`src/rtl/display_arbiter.sv`:
```
// display_arbiter: shares the 4-digit multiplexed 7-segment display between the
// four service datapaths and the idle current-time source. It scans the digits,
// blinks the edit cursor and forces every segment on while the alarm flashes.
// Ownership changes only when digit 3 wraps back to digit 0, so one frame never
// mixes digits from two sources.
module display_arbiter #(
  parameter int SCAN_DIV_W  = 16,
  parameter int BLINK_DIV_W = 25
) (
  input  logic        clk_osc,
  input  logic        reset,
  input  logic [3:0]  req,
  input  logic [15:0] data_s1,
  input  logic [15:0] data_s2,
  input  logic [15:0] data_s3,
  input  logic [15:0] data_s4,
  input  logic [15:0] idle_data,
  input  logic [3:0]  cursor_s1,
  input  logic [3:0]  cursor_s2,
  input  logic        alarm_flash,
  output logic [3:0]  grant,
  output logic        frame_start,
  output logic [3:0]  anode,
  output logic [6:0]  seg
);

  logic [SCAN_DIV_W-1:0]  scan_cnt;
  logic [BLINK_DIV_W-1:0] blink_cnt;
  logic [1:0]             idx;
  logic                   tick;
  logic                   wrap;
  logic [3:0]             next_grant;
  logic [15:0]            src;
  logic [3:0]             nibble;
  logic [6:0]             seg_dec;
  logic                   blink_phase;
  logic                   blank_digit;
  logic                   flash_on;

  assign tick        = &scan_cnt;
  assign wrap        = tick && (idx == 2'd3);
  assign blink_phase = blink_cnt[BLINK_DIV_W-1];

  // Fixed-priority pick of the next owner: svc1 beats svc2 beats svc3 beats svc4.
  always_comb begin
    next_grant = 4'b0000;
    if (req[3])      next_grant = 4'b1000;
    else if (req[2]) next_grant = 4'b0100;
    else if (req[1]) next_grant = 4'b0010;
    else if (req[0]) next_grant = 4'b0001;
  end

  // Select the owner's digits and the nibble for the digit currently being scanned.
  always_comb begin
    case (grant)
      4'b1000: src = data_s1;
      4'b0100: src = data_s2;
      4'b0010: src = data_s3;
      4'b0001: src = data_s4;
      default: src = idle_data;
    endcase
    nibble = src[{idx, 2'b00} +: 4];
  end

  // BCD to active-low {g..a}; non-decimal codes show a dark digit.
  always_comb begin
    case (nibble)
      4'd0:    seg_dec = 7'b1000000;
      4'd1:    seg_dec = 7'b1111001;
      4'd2:    seg_dec = 7'b0100100;
      4'd3:    seg_dec = 7'b0110000;
      4'd4:    seg_dec = 7'b0011001;
      4'd5:    seg_dec = 7'b0010010;
      4'd6:    seg_dec = 7'b0000010;
      4'd7:    seg_dec = 7'b1111000;
      4'd8:    seg_dec = 7'b0000000;
      4'd9:    seg_dec = 7'b0010000;
      default: seg_dec = 7'b1111111;
    endcase
  end

  // Cursor blink only applies to the two editing services; flash only to svc4 or idle.
  always_comb begin
    blank_digit = blink_phase &&
                  (((grant == 4'b1000) && cursor_s1[idx]) ||
                   ((grant == 4'b0100) && cursor_s2[idx]));
    flash_on    = alarm_flash && ((grant == 4'b0001) || (grant == 4'b0000));
  end

  // Free-running dividers, digit scan position and frame-boundary ownership latch.
  always_ff @(posedge clk_osc or posedge reset) begin
    if (reset) begin
      scan_cnt    <= '0;
      blink_cnt   <= '0;
      idx         <= 2'd0;
      grant       <= 4'b0000;
      frame_start <= 1'b0;
    end else begin
      scan_cnt    <= scan_cnt + 1'b1;
      blink_cnt   <= blink_cnt + 1'b1;
      frame_start <= wrap;
      if (tick) idx <= idx + 2'd1;
      if (wrap) grant <= next_grant;
    end
  end

  // Register the pad drivers one cycle behind the scan position so they are glitch-free.
  always_ff @(posedge clk_osc or posedge reset) begin
    if (reset) begin
      anode <= 4'b1111;
      seg   <= 7'b1111111;
    end else begin
      anode <= blank_digit ? 4'b1111 : ~(4'b0001 << idx);
      seg   <= flash_on ? 7'b0000000 : seg_dec;
    end
  end

endmodule
```
`config.mk`:
```
export PLATFORM = sky130hd
export DESIGN_NAME = display_arbiter
export DESIGN_NICKNAME = d
export VERILOG_FILES = /design/src/rtl/display_arbiter.sv
export SDC_FILE = /design/constraint.sdc
export NUM_CORES = 1
export LEC_CHECK = 0
export ABC_CLOCK_PERIOD_IN_PS = 3600
export BUFFER_PORTS_ARGS = -buffer_cell sky130_fd_sc_hd__buf_2
export CAP_MARGIN = 25
export CELL_PAD_IN_SITES_DETAIL_PLACEMENT = 1
export CELL_PAD_IN_SITES_GLOBAL_PLACEMENT = 2
export CORE_MARGIN = 4
export CORE_UTILIZATION = 34
export CTS_CLUSTER_SIZE = 16
export DETAILED_ROUTE_END_ITERATION = 16
export HOLD_SLACK_MARGIN = 0.15
export MAX_ROUTING_LAYER = met4
export PLACE_DENSITY = 0.84
export SLEW_MARGIN = 20
export SYNTH_ARGS = -nofsm -noshare
export SYNTH_HDL_FRONTEND = slang
export SYNTH_SLANG_ARGS = --single-unit
```
`constraint.sdc`:
```
create_clock -name clk_osc -period 3.6 [get_ports clk_osc]
set_input_delay 0.72 -clock clk_osc [delete_from_list [all_inputs] [get_ports clk_osc]]
set_output_delay 0.72 -clock clk_osc [all_outputs]
set_load 0.005 [all_outputs]
```
# Word level (Yosys, flattened, before mapping)

Memory sizes are Yosys's and may differ from the RTL's.
Index checks and enable logic that the tools add are counted.
W data, S select, Z words.

Flip-flop bits (word level): 59
Bits in latches: 0
Bits in writable memories: 0
Bits in read-only memories: 112
Input bits: 95
Output and inout bits: 16
Word-level logic and storage cells: 40
Memories: 1

Add/sub/neg operators: 3
$mul: 0
Div/mod/pow operators: 0
Order comparisons: 1
Equality and inequality tests: 5
Shifts and indexed selects: 2
Muxes and demuxes: 11
Bitwise operators: 1
Reduce and logical (&&, ||, !) cells: 9

Memories:

| memory           | words | width | rd ports | clocked after Yosys merged registers in | wr ports | line | source |
|---|---|---|---|---|---|---|---|
| (name not given) | 16    | 7     | 1        | 0                                       | 0        | 67   | `case (nibble)` |

Operators with widths:

| operator                | count |
|---|---|
| $pmux W16 S4            | 1 |
| $add A25 B1 Y25 const B | 1 |
| $add A16 B1 Y16 const B | 1 |
| $reduce_and A16 Y1      | 1 |
| $shiftx A16 B5 Y4       | 1 |
| $mux W4                 | 2 |
| $mux W7                 | 1 |
| $logic_and A1 B1 Y1     | 5 |
| $bmux W1 S2             | 2 |
| $eq A4 B1 Y1 const B    | 1 |
| $eq A4 B2 Y1 const B    | 1 |
| $eq A4 B3 Y1 const B    | 1 |
| $eq A4 B4 Y1 const B    | 1 |
| $logic_not A4 Y1        | 1 |
| $not A4 Y4              | 1 |
| $shl A1 B2 Y4 const A   | 1 |
| $lt A2 B3 Y1 const B    | 1 |
| $mux W1                 | 3 |
| $mux W3                 | 1 |
| $add A2 B1 Y2 const B   | 1 |
| $eq A2 B2 Y1 const B    | 1 |
| $logic_or A1 B1 Y1      | 2 |
| $mux W2                 | 1 |

# Depth between registers and ports, before layout

Gate-level depths: netlist of the first run.

Word-level depth: 6
Gate-level depth with buffers: 12
Depth with buffers taken out: 10

# Worst setup path after synthesis of the first run

No wires, ideal clock.

Kind: register to register
Start: register grant[3]
End: register seg[4]
Data arrival time: 2,273 ps
Setup slack: 1,254 ps
Cell stages (with the launch flop): 12
Period minus slack after synthesis: 2,346 ps
Cells stage by stage: dfrtp_1 > buf_6 > nor4b_2 > a221o_1 > a221oi_1 > a311o_1 > o31ai_1 > inv_1 > ha_1 > inv_1 > mux2i_1 > a21oi_1

Word-level cells in the longest chain between the ends: 5

RTL lines:

| what                                 | line   | source |
|---|---|---|
| start: declaration                   | 21     | `output logic [3:0] grant,` |
| start signal: assignment             | 103    | `if (wrap) grant <= next_grant;` |
| $eq A4 B1 Y1 (tied with other cells) | 55, 87 |  |
| $pmux W16 S4                         | 55     | `case (grant)` |
| $shiftx A16 B5 Y4                    | 62     | `nibble = src[{idx, 2'b00} +: 4];` |
| $mem_v2 Z16 W7                       | -      |  |
| $mux W7 *                            | 114    | `seg <= flash_on ? 7'b0000000 : seg_dec;` |
| end signal: assignment               | 114    |  |
| end: declaration                     | 24     | `output logic [6:0] seg` |

Every way passes the cells marked *; elsewhere a longest branch is shown, timed or not.
A chain may end at the register's enable or synchronous reset.

# Worst setup path after layout of the first run

Start: register grant[0]
End: register seg[4]

Same word-level chain as after synthesis.

==> results of run 1 <==
per-stage QoR:
step	hold WS [ns]	utilization
after global placement	0.448	0.422
final	0.439	0.445
after global routing	0.468	0.445
after CTS	0.449	0.444
after detailed placement	0.453	0.422
after floorplan	0.434	-
kinds of logic (layout without fill, tap and decap cells):
kind of cell             Yosys count  in the layout  synth area share
flip-flops                        59             59             0.421
multiplexers                      11             11            0.0492
adder cells (fa/ha/maj)           12             12            0.0424
XOR/XNOR                          39             39            0.0965
AND/OR/NAND/NOR                  121            121             0.190
buffers and inverters             28            145            0.0421
AO/OA/AOI/OAI                     70             70             0.159
other                              0              1                 0
cell type report:
class,count,share of cell area
multi-input combinational,253,0.429
sequential,59,0.337
timing repair buffer,115,0.133
tap,133,0.0376
clock buffer,12,0.0350
clock inverter,4,0.0164
inverter,14,0.0119
antenna,1,0.000565
sequential cells by signal, summed over array words and instances (netlist names):
signal / flops
idx: 2
anode: 4
seg: 7
blink_cnt: 25
grant: 4
frame_start: 1
scan_cnt: 16
metal layers:
layer | track usage | up-vias
met4 | 0.0410 | 0
met5 | - | -
met1 | 0.234 | 1515
met2 | 0.303 | 76
met3 | 0.0326 | 6
li1 | - | 1466
cell usage in the layout (no fill, tap or decap), types with 5 or more instances in the layout:
| master | instances |
|---|---|
| buf_2 | 110 |
| dfrtp_1 | 48 |
| nand2_1 | 36 |
| xnor2_1 | 29 |
| nand3_1 | 22 |
| nor2_1 | 18 |
| ha_1 | 12 |
| dfstp_2 | 11 |
| clkbuf_8 | 11 |
| inv_1 | 10 |
| xor2_1 | 10 |
| a22o_1 | 10 |
| a21oi_1 | 10 |
| a221oi_1 | 9 |
| nand3b_1 | 8 |
| and3_1 | 7 |
| a22oi_1 | 6 |
| a221o_1 | 6 |
| o21ai_0 | 5 |
| mux2i_1 | 5 |
| buf_4 | 5 |
report_power, final:
group | internal, uW | switching, uW | total, uW
registers | 675 | 1.55 | 677
clock network | 427 | 250 | 676
logic | 64.9 | 57.2 | 122
path summary, 6_finish.rpt:
| path | from | to | slack, ns | depth (start not counted) |
|---|---|---|---|---|
| setup reg to reg | grant[0] | seg[4] | 0.40 | 9 |
| hold / removal | reset | scan_cnt[4] | 0.44 | 2 |
| hold reg to reg | scan_cnt[12] | scan_cnt[12] | 0.46 | 1 |
| max in group asynchronous | reset | seg[2] | 2.26 | 3 |
| min in group clk_osc | scan_cnt[12] | scan_cnt[12] | 0.46 | 1 |
| setup / recovery | grant[0] | seg[4] | 0.40 | 9 |
Yosys cell counts (2+ instances only):
cell / instances
nor4b_1: 3
a2bb2oi_1: 2
a21oi_1: 10
nand4_1: 4
and2b_4: 2
and3_1: 7
or2_2: 2
mux2i_1: 5
nand3_1: 22
nor4_1: 2
nor2_1: 18
nand2b_1: 2
nor2b_1: 4
buf_2: 5
a221o_1: 6
clkbuf_1: 4
nand2_1: 36
buf_6: 5
a221oi_1: 9
xnor2_1: 29
nand3b_1: 8
o32ai_1: 4
nor4b_2: 2
inv_1: 11
o21ai_0: 5
mux4_2: 4
a22o_1: 10
xor2_1: 10
dfstp_2: 11
a22oi_1: 6
clkinv_1: 2
dfrtp_1: 48
ha_1: 12
and3b_1: 2
a31oi_1: 2
a31o_1: 2
critical path: stages, from the launching register on:
cell and delay, ns:
dfrtp_1 0.68, nor2_1 0.23, a211oi_2 0.75, a221oi_1 0.21, o31ai_1 0.54, inv_1 0.20, ha_1 0.22, inv_1 0.07
mux2i_1 0.07, a21oi_1 0.17
==> impl_metrics.env, run 1 <==
export IMPL_status="completed"
export IMPL_clock_skew_ns=0.00719
export IMPL_grt_overflow_total=0
export IMPL_area_growth_pct=25.1
export IMPL_dp_hpwl_mm=7.98
export IMPL_rsz0062_at_grt="no"
export IMPL_worstMarginPinSlew_ns=0.995
export IMPL_hold_viol_final=0
export IMPL_syn_avg_cell_area_um2=10.4
export IMPL_slew_headroom=0.328
export IMPL_tns_ns=0
export IMPL_met2_length_mm=4.92
export IMPL_min_period_ns=3.20
export IMPL_rows=36
export IMPL_cts_tree="yes"
export IMPL_synth_area_leaders="dfrtp_1 34%, dfstp_2 8.2%, xnor2_1 7.2%"
export IMPL_fin_cells=591
export IMPL_post_cts_buffers=0
export IMPL_die_w_um=110
export IMPL_ctsLongestPathBuffers=2
export IMPL_yosysUniqueCellTypes=60
export IMPL_min_path_type="in2async"
export IMPL_syn_inst=340
export IMPL_numCtsBuffers=9
export IMPL_yosysWarnings=0
export IMPL_first_global_vias=3275
export IMPL_place_area_mm2=0.00420
export IMPL_die_y_um=110
export IMPL_finalCritPeriodShare=0.890
export IMPL_regArea_mm2=0.00149
export IMPL_synth_nets=447
export IMPL_dieArea_mm2=0.0121
export IMPL_ys_seq_elements=59
export IMPL_peakVddDrop_uv=155
export IMPL_core_area_mm2=0.00995
export IMPL_setup_violations=0
export IMPL_syn_cell_area_mm2=0.00354
export IMPL_wl_per_cell_um=17.0
export IMPL_met3_length_um=423
export IMPL_clk_pin_slew_ns=0.07
export IMPL_preCtsSetupSlack_ns=0.501
export IMPL_grt_pass1_wl_mm=16.7
export IMPL_end_kind="flip-flop"
export IMPL_dp_cells=574
export IMPL_power_leakage_uw=0.00208
export IMPL_async_flop_share=1.00
export IMPL_io_buffers=110
export IMPL_multi_input_area_mm2=0.00190
export IMPL_dr_pass1_iters=4
export IMPL_worst_slack_ns=0.396
export IMPL_yosysTopAreaCellShare=0.339
export IMPL_io_pins=111
export IMPL_arrival_ns=3.46
export IMPL_fmax_mhz=312
export IMPL_finalMaxSlewViolations=0
export IMPL_highest_layer="met4"
export IMPL_critPathMaxFanout=17
export IMPL_final_nets=559
export IMPL_cts_resized=0
export IMPL_antenna_found_initial=1
export IMPL_drt_iter0_drc=94
export IMPL_drive_above_1_share=0.352
export IMPL_cap_violations=0
export IMPL_num_vias=3063
export IMPL_cts_sinks=59
export IMPL_clock_latency_ns=0.33
export IMPL_cts_hold_buf=0
export IMPL_fillers=1169
export IMPL_ys_flop_type="dfrtp_1"
export IMPL_crit_type="reg2reg"
export IMPL_worstPathRequired_ns=3.86
export IMPL_route_detailed_drc=0
export IMPL_gp_congestion=0.822
export IMPL_fin_area_mm2=0.00443
export IMPL_grt_usage=0.183
export IMPL_detail_route_antenna_nets=0
export IMPL_cts_root_buf="clkbuf_8"
export IMPL_m1WireLength_mm=4.59
export IMPL_grt_max_degree=35
export IMPL_p_per_area_mw_per_mm2=333
export IMPL_yosysSeqAreaShare=0.421
export IMPL_cts_htree_levels=3
export IMPL_p_total_uw=1470
export IMPL_start_kind="flip-flop"
export IMPL_initial_utilization=0.355
export IMPL_yosys_area_top_type="dfrtp_1"
export IMPL_via_per_inst=5.18
export IMPL_wl_mm=10.0
export IMPL_synth_edf_count=0
Note: power is estimated with default switching activity, not from simulation.
==> inputs of run 2 (changes only) <==
--- a/config.mk
+++ b/config.mk
@@ -6,17 +6,17 @@
 export NUM_CORES = 1
 export LEC_CHECK = 0
 export ABC_CLOCK_PERIOD_IN_PS = 3600
-export BUFFER_PORTS_ARGS = -buffer_cell sky130_fd_sc_hd__buf_2
 export CAP_MARGIN = 25
 export CELL_PAD_IN_SITES_DETAIL_PLACEMENT = 1
 export CELL_PAD_IN_SITES_GLOBAL_PLACEMENT = 2
 export CORE_MARGIN = 4
-export CORE_UTILIZATION = 34
+export CORE_UTILIZATION = 42
 export CTS_CLUSTER_SIZE = 16
 export DETAILED_ROUTE_END_ITERATION = 16
+export DONT_BUFFER_PORTS = 1
 export HOLD_SLACK_MARGIN = 0.15
 export MAX_ROUTING_LAYER = met4
-export PLACE_DENSITY = 0.84
+export PLACE_DENSITY_LB_ADDON = 0.1
 export SLEW_MARGIN = 20
 export SYNTH_ARGS = -nofsm -noshare
 export SYNTH_HDL_FRONTEND = slang
==> impl_metrics.env, run 2 (synthesis results as in run 1) <==
export IMPL_dp_hpwl_mm=6.98
export IMPL_io_pins=111
export IMPL_p_comb_frac=0.041
export IMPL_crit_path_max_incr_delay_ns=0.68
export IMPL_rows=33
export IMPL_cts_hold_buf=0
export IMPL_regMostFlops="blink_cnt"
export IMPL_num_vias=2676
export IMPL_numCtsBuffers=9
export IMPL_post_cts_buffers=0
export IMPL_dr_pass1_iters=4
export IMPL_io_buffers=0
export IMPL_critPathSlowestCell="dfrtp_1"
export IMPL_cts_resized=0
export IMPL_finalMaxSlewViolations=0
export IMPL_grt_pass1_wl_mm=14.8
export IMPL_peakVddDrop_uv=167
export IMPL_start_kind="flip-flop"
export IMPL_die_w_um=99.8
export IMPL_swShare=0.214
export IMPL_slew_headroom=0.384
export IMPL_hold_viol_final=0
export IMPL_cp_cell_sequence="nor4b_2, a221o_1, a221oi_1, a311o_1, o31ai_1, inv_1, ha_1, a31o_1, a21oi_1"
export IMPL_antenna_found_initial=2
export IMPL_final_common_cell="dfrtp_1"
export IMPL_switchingPower_uw=321
export IMPL_clkPwrFrac=0.507
export IMPL_arrival_ns=3.16
export IMPL_end_kind="flip-flop"
export IMPL_clock_latency_ns=0.34
export IMPL_hold_ws_ns=0.351
export IMPL_grt_usage=0.195
export IMPL_cp_depth=9
export IMPL_drive_above_1_share=0.155
export IMPL_cts_htree_levels=3
export IMPL_setup_violations=0
export IMPL_clock_skew_ns=0.0118
export IMPL_core_area_mm2=0.00822
export IMPL_fmax_mhz=344
export IMPL_critPathMaxFanout=13
export IMPL_rr_worst_depth=9
export IMPL_detail_route_antenna_nets=0
export IMPL_wl_per_cell_um=19.8
export IMPL_ctsLongestPathBuffers=2
export IMPL_p_per_area_mw_per_mm2=387
export IMPL_grt_overflow_total=0
export IMPL_fin_util=0.473
export IMPL_path_buf_inv=1
export IMPL_p_int_uw=1180
export IMPL_area_growth_pct=9.72
export IMPL_largest_registers="blink_cnt (25), scan_cnt (16), seg (7)"
export IMPL_clk_pin_slew_ns=0.07
export IMPL_gp_congestion=0.901
export IMPL_wl_mm=9.01
export IMPL_min_period_ns=2.91
export IMPL_fillers=908
export IMPL_worstMarginPinSlew_ns=0.911
export IMPL_cap_violations=0
export IMPL_final_nets=451
export IMPL_via_per_inst=5.87
export IMPL_cts_sinks=59
export IMPL_largest_register_ff_count=25
export IMPL_cts_tree="yes"
export IMPL_drt_iter0_drc=116
export IMPL_route_detailed_drc=0
export IMPL_cp_top_family="compound AO/OA/AOI/OAI gates"
export IMPL_status="completed"
export IMPL_finalCritPeriodShare=0.808
export IMPL_cts_root_buf="clkbuf_8"
export IMPL_crit_type="reg2reg"
export IMPL_dieArea_mm2=0.00996
export IMPL_rsz0062_at_grt="no"
export IMPL_p_seq_frac=0.452
export IMPL_first_global_vias=2824
export IMPL_startpoint="grant[2]"
export IMPL_min_path_type="in2async"
export IMPL_grt_max_degree=54
export IMPL_worstPathRequired_ns=3.85
export IMPL_power_leakage_uw=0.00168
export IMPL_most_common_layout_cells="48 x dfrtp_1, 36 x nand2_1, 29 x xnor2_1, 22 x nand3_1, 18 x nor2_1"
export IMPL_initial_utilization=0.431
export IMPL_tns_ns=0
export IMPL_die_y_um=99.8
export IMPL_reg2reg_from="grant[2]"
[run 2: path summary, 6_finish.rpt]
path | endpoint | slack (ns)
min in group clk_osc | blink_cnt[12] | 0.47
worst max-delay path | seg[4] | 0.69
worst max register to register | seg[4] | 0.69
worst min-delay path | blink_cnt[4] | 0.35
max in group asynchronous | seg[5] | 2.60
worst min register to register | blink_cnt[12] | 0.47
[run 2: final cells by class]
class / count / area, um2 / share of cell area
inverter: 14 / 55.1 / 0.0142
clock buffer: 10 / 138 / 0.0354
sequential: 59 / 1490 / 0.384
multi-input combinational: 253 / 1900 / 0.489
timing repair buffer: 7 / 52.6 / 0.0135
tap: 105 / 131 / 0.0338
clock inverter: 6 / 111 / 0.0287
antenna: 2 / 5.00 / 0.00129
[run 2: per-stage QoR]
stage	total power (uW)	cells	setup WS (ns)	instance area, um2
floorplan	740	340	1.25	3540
finish	1500	456	0.690	3880
global placement	753	438	0.806	3630
detailed placement	755	438	0.727	3630
global route	1560	456	0.364	3880
CTS	1520	454	0.692	3880
[run 2: power by group through the flow]
| stage | clock, uW | combinational, uW | sequential [uW] |
|---|---|---|---|
| after global routing | 811 | 71.6 | 679 |
| after floorplan | 0 | 50.8 | 690 |
| final | 762 | 62.2 | 678 |
| after CTS | 781 | 64.0 | 679 |
| after detailed placement | 0 | 63.8 | 691 |
| after global placement | 0 | 62.4 | 691 |
[run 2: routing by layer]
metal | share of wire | GRT usage | wire (um) | vias to the layer above
li1 | - | - | - | 1251
met1 | 0.47 | 0.267 | 4270 | 1347
met2 | 0.45 | 0.287 | 4060 | 70
met3 | 0.064 | 0.0549 | 575 | 8
met4 | 0.011 | 0.0452 | 100 | 0
met5 | 0 | - | 0 | -
[run 2: worst reg2reg max path, cell delays in order (launching register included)]
cell and delay [ns]:
dfrtp_1 0.68, nor4b_2 0.62, a221o_1 0.26, a221oi_1 0.05, a311o_1 0.35, o31ai_1 0.15, inv_1 0.19, ha_1 0.23
a31o_1 0.18, a21oi_1 0.13
